**src/rtl/rename_stage_if.sv**
```systemverilog
// Bundle of the decode/dispatch/ROB/branch-unit signals seen by the rename stage.
// slave  : the rename stage's view
// master : the view of whoever drives it (decode + dispatch + ROB + branch unit)
interface rename_stage_if #(
    parameter int ARCH_REGS = 32,
    parameter int PHYS_REGS = 128
);
    localparam int AW = $clog2(ARCH_REGS);
    localparam int PW = $clog2(PHYS_REGS);

    logic          valid_in;
    logic          ready_in;
    logic [AW-1:0] rs1;
    logic [AW-1:0] rs2;
    logic [AW-1:0] rd;
    logic          rd_write;
    logic [1:0]    fu_in;
    logic          is_branch;
    logic          valid_out;
    logic          ready_out;
    logic [PW-1:0] ps1;
    logic [PW-1:0] ps2;
    logic [PW-1:0] pd_new;
    logic [PW-1:0] pd_old;
    logic [1:0]    fu_out;
    logic          retire_valid;
    logic [PW-1:0] retire_pd;
    logic          br_resolve;
    logic          mispredict;

    modport slave (
        input  valid_in, rs1, rs2, rd, rd_write, fu_in, is_branch, ready_out,
               retire_valid, retire_pd, br_resolve, mispredict,
        output ready_in, valid_out, ps1, ps2, pd_new, pd_old, fu_out
    );

    modport master (
        output valid_in, rs1, rs2, rd, rd_write, fu_in, is_branch, ready_out,
               retire_valid, retire_pd, br_resolve, mispredict,
        input  ready_in, valid_out, ps1, ps2, pd_new, pd_old, fu_out
    );
endinterface

```
**src/rtl/rename_stage.sv**
```systemverilog
// Register rename stage: speculative map table, circular free list and a single
// branch checkpoint (map snapshot + free-list read pointer). One-cycle registered
// output toward dispatch with a valid/ready handshake.
module rename_stage #(
    parameter int ARCH_REGS = 32,
    parameter int PHYS_REGS = 128,
    parameter int FL_DEPTH  = 128
) (
    input  logic          clk,
    input  logic          reset,
    rename_stage_if.slave rn
);
    localparam int PW    = $clog2(PHYS_REGS);
    localparam int FW    = $clog2(FL_DEPTH);
    localparam int PTR_W = FW + 1;
    localparam int NFREE = PHYS_REGS - ARCH_REGS;

    logic [PW-1:0]    map_q      [ARCH_REGS];
    logic [PW-1:0]    map_d      [ARCH_REGS];
    logic [PW-1:0]    ckpt_map_q [ARCH_REGS];
    logic [PW-1:0]    fl_q       [FL_DEPTH];
    logic [PTR_W-1:0] rd_ptr_q, rd_ptr_d;
    logic [PTR_W-1:0] wr_ptr_q;
    logic [PTR_W-1:0] ckpt_rd_ptr_q;
    logic             ckpt_valid_q;

    logic             valid_out_q;
    logic [PW-1:0]    ps1_q, ps2_q, pd_new_q, pd_old_q;
    logic [1:0]       fu_out_q;

    logic             alloc, fl_empty, restore, ready, accept, do_retire;
    logic [PW-1:0]    pd_alloc;

    // Extra pointer bit distinguishes empty from full; full cannot occur in use.
    assign alloc     = rn.rd_write && (rn.rd != '0);
    assign fl_empty  = (wr_ptr_q == rd_ptr_q);
    assign restore   = rn.br_resolve && rn.mispredict;
    assign ready     = (!valid_out_q || rn.ready_out) && !(alloc && fl_empty) &&
                       !(rn.is_branch && ckpt_valid_q) && !restore;
    assign accept    = rn.valid_in && ready;
    assign do_retire = rn.retire_valid && (rn.retire_pd != '0);
    assign pd_alloc  = alloc ? fl_q[rd_ptr_q[FW-1:0]] : '0;

    assign rn.ready_in  = ready;
    assign rn.valid_out = valid_out_q;
    assign rn.ps1       = ps1_q;
    assign rn.ps2       = ps2_q;
    assign rn.pd_new    = pd_new_q;
    assign rn.pd_old    = pd_old_q;
    assign rn.fu_out    = fu_out_q;

    // Post-accept map and read pointer; also what a branch checkpoint captures.
    always_comb begin
        map_d    = map_q;
        rd_ptr_d = rd_ptr_q;
        if (accept && alloc) begin
            map_d[rn.rd] = pd_alloc;
            rd_ptr_d     = rd_ptr_q + PTR_W'(1);
        end
    end

    // Speculative map table and free-list head; a mispredict rolls both back.
    always_ff @(posedge clk or posedge reset) begin
        if (reset) begin
            for (int i = 0; i < ARCH_REGS; i++) map_q[i] <= PW'(i);
            rd_ptr_q <= '0;
        end else if (restore) begin
            map_q    <= ckpt_map_q;
            rd_ptr_q <= ckpt_rd_ptr_q;
        end else begin
            map_q    <= map_d;
            rd_ptr_q <= rd_ptr_d;
        end
    end

    // Single branch checkpoint; a second branch is held off by ready until resolve.
    always_ff @(posedge clk or posedge reset) begin
        if (reset) begin
            for (int i = 0; i < ARCH_REGS; i++) ckpt_map_q[i] <= PW'(i);
            ckpt_rd_ptr_q <= '0;
            ckpt_valid_q  <= 1'b0;
        end else if (accept && rn.is_branch) begin
            ckpt_map_q    <= map_d;
            ckpt_rd_ptr_q <= rd_ptr_d;
            ckpt_valid_q  <= 1'b1;
        end else if (rn.br_resolve) begin
            ckpt_valid_q  <= 1'b0;
        end
    end

    // Free-list storage and tail; retires land every cycle, mispredict or not.
    always_ff @(posedge clk or posedge reset) begin
        if (reset) begin
            for (int i = 0; i < FL_DEPTH; i++)
                fl_q[i] <= (i < NFREE) ? PW'(i + ARCH_REGS) : '0;
            wr_ptr_q <= PTR_W'(NFREE);
        end else if (do_retire) begin
            fl_q[wr_ptr_q[FW-1:0]] <= rn.retire_pd;
            wr_ptr_q               <= wr_ptr_q + PTR_W'(1);
        end
    end

    // Output register: load on accept, drop when consumed, killed by mispredict.
    always_ff @(posedge clk or posedge reset) begin
        if (reset) begin
            valid_out_q <= 1'b0;
            ps1_q       <= '0;
            ps2_q       <= '0;
            pd_new_q    <= '0;
            pd_old_q    <= '0;
            fu_out_q    <= '0;
        end else if (restore) begin
            valid_out_q <= 1'b0;
        end else if (accept) begin
            valid_out_q <= 1'b1;
            ps1_q       <= map_q[rn.rs1];
            ps2_q       <= map_q[rn.rs2];
            pd_new_q    <= pd_alloc;
            pd_old_q    <= map_q[rn.rd];
            fu_out_q    <= rn.fu_in;
        end else if (rn.ready_out) begin
            valid_out_q <= 1'b0;
        end
    end
endmodule

```
**src/flat_wrapper.sv**
```systemverilog
// flat-port wrapper written by rule: the top's interface ports become plain ports
module rename_stage_flat 
#(
    parameter int ARCH_REGS = 32,
    parameter int PHYS_REGS = 128,
    parameter int FL_DEPTH  = 128
)
  (clk, reset, rn_valid_in, rn_rs1, rn_rs2, rn_rd, rn_rd_write, rn_fu_in, rn_is_branch, rn_ready_out, rn_retire_valid, rn_retire_pd, rn_br_resolve, rn_mispredict, rn_ready_in, rn_valid_out, rn_ps1, rn_ps2, rn_pd_new, rn_pd_old, rn_fu_out);
  rename_stage_if #(.ARCH_REGS(ARCH_REGS), .PHYS_REGS(PHYS_REGS)) rn_i ();
  input  logic clk;
  input  logic reset;
  input wire logic [$bits(rn_i.valid_in)-1:0] rn_valid_in;
  input wire logic [$bits(rn_i.rs1)-1:0] rn_rs1;
  input wire logic [$bits(rn_i.rs2)-1:0] rn_rs2;
  input wire logic [$bits(rn_i.rd)-1:0] rn_rd;
  input wire logic [$bits(rn_i.rd_write)-1:0] rn_rd_write;
  input wire logic [$bits(rn_i.fu_in)-1:0] rn_fu_in;
  input wire logic [$bits(rn_i.is_branch)-1:0] rn_is_branch;
  input wire logic [$bits(rn_i.ready_out)-1:0] rn_ready_out;
  input wire logic [$bits(rn_i.retire_valid)-1:0] rn_retire_valid;
  input wire logic [$bits(rn_i.retire_pd)-1:0] rn_retire_pd;
  input wire logic [$bits(rn_i.br_resolve)-1:0] rn_br_resolve;
  input wire logic [$bits(rn_i.mispredict)-1:0] rn_mispredict;
  output wire logic [$bits(rn_i.ready_in)-1:0] rn_ready_in;
  output wire logic [$bits(rn_i.valid_out)-1:0] rn_valid_out;
  output wire logic [$bits(rn_i.ps1)-1:0] rn_ps1;
  output wire logic [$bits(rn_i.ps2)-1:0] rn_ps2;
  output wire logic [$bits(rn_i.pd_new)-1:0] rn_pd_new;
  output wire logic [$bits(rn_i.pd_old)-1:0] rn_pd_old;
  output wire logic [$bits(rn_i.fu_out)-1:0] rn_fu_out;
  assign rn_i.valid_in = rn_valid_in;
  assign rn_i.rs1 = rn_rs1;
  assign rn_i.rs2 = rn_rs2;
  assign rn_i.rd = rn_rd;
  assign rn_i.rd_write = rn_rd_write;
  assign rn_i.fu_in = rn_fu_in;
  assign rn_i.is_branch = rn_is_branch;
  assign rn_i.ready_out = rn_ready_out;
  assign rn_i.retire_valid = rn_retire_valid;
  assign rn_i.retire_pd = rn_retire_pd;
  assign rn_i.br_resolve = rn_br_resolve;
  assign rn_i.mispredict = rn_mispredict;
  assign rn_ready_in = rn_i.ready_in;
  assign rn_valid_out = rn_i.valid_out;
  assign rn_ps1 = rn_i.ps1;
  assign rn_ps2 = rn_i.ps2;
  assign rn_pd_new = rn_i.pd_new;
  assign rn_pd_old = rn_i.pd_old;
  assign rn_fu_out = rn_i.fu_out;
  rename_stage #(.ARCH_REGS(ARCH_REGS), .PHYS_REGS(PHYS_REGS), .FL_DEPTH(FL_DEPTH)) u_core (.clk(clk), .reset(reset), .rn(rn_i));
endmodule
```
**config.mk**
```make
export PLATFORM = sky130hd
export DESIGN_NAME = rename_stage_flat
export DESIGN_NICKNAME = d
export VERILOG_FILES = /design/src/rtl/rename_stage_if.sv /design/src/rtl/rename_stage.sv /design/src/flat_wrapper.sv
export SDC_FILE = /design/constraint.sdc
export NUM_CORES = 2
export LEC_CHECK = 0
export CAP_MARGIN = 25
export CORE_ASPECT_RATIO = 0.8
export CORE_MARGIN = 3
export CORE_UTILIZATION = 55
export DETAILED_ROUTE_END_ITERATION = 10
export PLACE_DENSITY_LB_ADDON = 0.08
export SLEW_MARGIN = 20
export SYNTH_ARGS = -nofsm -noshare
export SYNTH_HDL_FRONTEND = slang
export SYNTH_SLANG_ARGS = --single-unit
```
**constraint.sdc**
```tcl
create_clock -name clk -period 48.7 [get_ports clk]
set_clock_uncertainty 0.05 [all_clocks]
set_input_delay 9.74 -clock clk [delete_from_list [all_inputs] [get_ports clk]]
set_output_delay 9.74 -clock clk [all_outputs]
set_load 0.01 [all_outputs]
```
==> results.yml <==
final_layout:
  num-nets-final: 5082
  fill_cells: 9582
  multi_input_area_mm2: 0.0310
  regArea_mm2: 0.0357
  instances_no_fill: 6814
  drive_gt1_share_pct: 42.1
  synthToLayoutAreaGrowth_pct: 9.21
power_and_ir_drop:
  max-vdd-ir-drop_uv: 45.1
  switching_share_pct: 32.8
  power.leakage_nw: 31.9
  p_sw_mw: 1.25
  p_seq_share_pct: 43.1
  pwr-share-comb_pct: 26.7
  intPower_mw: 2.57
  p_per_area_mw_per_mm2: 50.8
  clockPowerShare_pct: 30.2
  finalPower_mw: 3.82
global_routing:
  grt_pass1_vias: 45600
  grt_overflow_total: 0
  antenna_found_initial: 5
  grtUsageTotal_pct: 30.8
  grt_pass1_wl_mm: 302
  grt_max_degree: 178
place:
  dp_hpwl_mm: 122
  preCtsSetupSlack_ns: 26.47
  place_inst: 6526
  port_buffers: 64
  gp_congestion: 0.930
setup_path:
  worstSetupPathType: "primary input to primary output"
  path_cells: "clkdlybuf4s50_1 -> or3_1 -> o21ai_2 -> o31a_1 -> clkdlybuf4s50_1"
  cp-start-kind: "primary input"
  required_ns: 38.91
  cp_slowest_cell: "o21ai_2"
  end_kind: "primary output"
  crit_fanout: 16
  crit_arrival_ns: 12.51
  cp_common_cell: "clkdlybuf4s50_1"
  cpPeakStageDelay_ns: 0.77
clock_network:
  clock_path_buffers: 3
  cts_tree: "built"
  cts_made_buffers: 147
  post-cts-setup-buffer-count: 0
  cts.sinks: 1400
  clk_latency_ns: 0.79
  htree_levels: 4
  cts_resized: 0
  cts_hold_buf: 0
  root_buffer: "clkbuf_16"
  clk_pin_slew_ns: 0.06
sta:
  tns_ns: 0
  setup_ws_ns: 26.40
  rsz0062_at_grt: "false"
  whs_ns: 0.423
  max_slew_margin_pct: 18.8
  worstMarginPinSlew_ns: 1.21
  slew_violations: 0
  fin_crit_sh_pct: 45.8
  final.min_clock_period_ns: 22.30
  finalSetupViolCount: 0
  clock.fmax_ghz: 0.0448
  hold_viol: 0
drt:
  wl_mm: 200
  postRouteAntennaNets: 0
  vias: 46500
  detail_route.wl_per_cell_um: 29.4
  dr.pass1.iters: 7
  drtIter0Drc: 4985
  route.detailed.drc: 0
  avgViaCountPerCell: 6.82
logic_synthesis:
  ys_seq_area_share_pct: 51.9
  synth_edf_count: 0
  synth_fp_nets: 5234
  synth.distinct_cells: 63
  async_flop_share_pct: 100
  yosys_most_used_dff: "dfrtp_1"
  yosysTopAreaCellShare_pct: 31.6
  synthTopCellsByArea: "dfrtp_1, dfstp_2, mux2_2"
  synth_area_mm2: 0.0688
  syn_inst: 5199
  syn_avg_cell_area_um2: 13.2
  yosysWarnings: 0
  synth_most_common_cell: "mux2_2"
  ys_ff_latch: 1400
  synth_largest_area_cell: "dfrtp_1"
  synth_common_cells: "mux2_2, dfrtp_1, dfstp_2"
die:
  core_mm2: 0.124
  io-pin-count: 65
  initial_core_util_pct: 55.7
  die_w_um: 401
  die_h_um: 322
  dieArea_mm2: 0.129
  rows: 115
flow_run:
  maxCapViolCount: 0
outcome:
  outcome: "finished clean"
worst_hold_path:
  hp-class: "register to register"
per-layer routing:
layer / track usage, % / routed length (um)
met5: 0 / 12
met4: 9.18 / 5380
met3: 9.88 / 20700
met2: 42.9 / 85000
met1: 46.2 / 89200
through the flow:
stage | utilization (%) | area [um^2]
floorplan | - | 68800
global placement | 56.7 | 70000
detailed placement | 56.7 | 70000
CTS | 60.6 | 75000
global route | 60.8 | 75100
finish | 60.8 | 75100
layout by cell type, fill, tap and decap left out, types with 7 or more instances in the layout:
master,Yosys,layout
mux2_2,913,913
dfrtp_1,870,866
dfstp_2,530,530
mux4_2,355,355
o21ai_0,325,325
nand2_1,303,299
a22oi_1,254,254
mux2i_1,190,190
a31oi_1,152,152
clkbuf_16,0,150
and3_1,147,147
nor2_1,145,144
nand3_1,126,126
buf_4,30,86
o21ai_1,79,78
o211ai_1,63,63
nor3_1,51,50
clkdlybuf4s50_1,0,48
clkbuf_1,266,47
a221oi_1,43,43
clkbuf_8,0,31
a21oi_1,28,28
clkinv_2,0,25
xnor2_1,19,19
o221ai_1,14,14
nand4_1,13,13
inv_6,0,10
bufinv_16,0,10
o22ai_1,9,9
o211ai_2,9,9
nor2b_1,9,8
and2_1,9,8
a211oi_1,9,8
a22o_1,8,8
or4_1,7,7
nand2_2,4,7
layout make-up:
class | count | area share [%]
diodes | 3 | 0.00999
clock buffers | 228 | 5.80
clock inverters | 47 | 0.734
inverters | 7 | 0.0466
multi-input cells | 3338 | 41.3
flip-flops and latches | 1400 | 47.5
well taps | 1638 | 2.73
repair buffers | 153 | 1.87
power by group through the flow:
stage / combinational (mW) / sequential (mW) / clock (mW)
after global routing: 1.08 / 1.67 / 1.22
after global placement: 0.984 / 1.64 / 0
after floorplan: 0.740 / 1.58 / 0
after detailed placement: 1.00 / 1.66 / 0
final: 1.02 / 1.65 / 1.16
after CTS: 1.00 / 1.64 / 1.17
critical path: cells and delay by family:
kind	cells	cell delay, ns
buf+inv	2	1.21
compound gates	2	1.02
simple gates	1	0.53
cell families after synthesis:
logic type      Yosys count  share of synthesized area, %
simple gates            841                          5.74
flops                  1400                          51.9
xor+xnor                 23                         0.293
mux                    1458                          29.3
fa+ha+maj                 2                        0.0364
compound gates         1014                          9.55
buf+inv                 461                          3.18
path summary, 6_finish.rpt:
| check | from | end | slack, ns | depth (start not counted) |
|---|---|---|---|---|
| worst max-delay path | rn_rd[4] | rn_ready_in | 26.40 | 5 |
| worst min-delay path | u_core.rn.fu_out[0]$_DFFE_PP0P_ | u_core.rn.fu_out[0]$_DFFE_PP0P_ | 0.42 | 2 |
| worst max register to register | u_core.rd_ptr_q[1]$_DFF_PP0_ | u_core.ckpt_map_q[40]$_DFFE_PP0P_ | 43.14 | 9 |
| worst min register to register | u_core.rn.fu_out[0]$_DFFE_PP0P_ | u_core.rn.fu_out[0]$_DFFE_PP0P_ | 0.42 | 2 |
| max in group asynchronous | reset | u_core.map_q[33]$_DFF_PP0_ | 35.81 | 6 |
| min in group asynchronous | reset | u_core.fl_q[828]$_DFFE_PP0P_ | 9.46 | 2 |
flip-flops by register name, indices dropped and copies added, names as in the netlist:
signal                count
u_core.fl_q             896
u_core.ckpt_map_q       224
u_core.map_q            224
u_core.ckpt_rd_ptr_q      8
u_core.rd_ptr_q           8
u_core.wr_ptr_q           8
u_core.rn.pd_new          7
u_core.rn.pd_old          7
u_core.rn.ps1             7
u_core.rn.ps2             7
u_core.rn.fu_out          2
u_core.ckpt_valid_q       1
u_core.rn.valid_out       1
No activity file was read; power rests on OpenSTA's default activity.
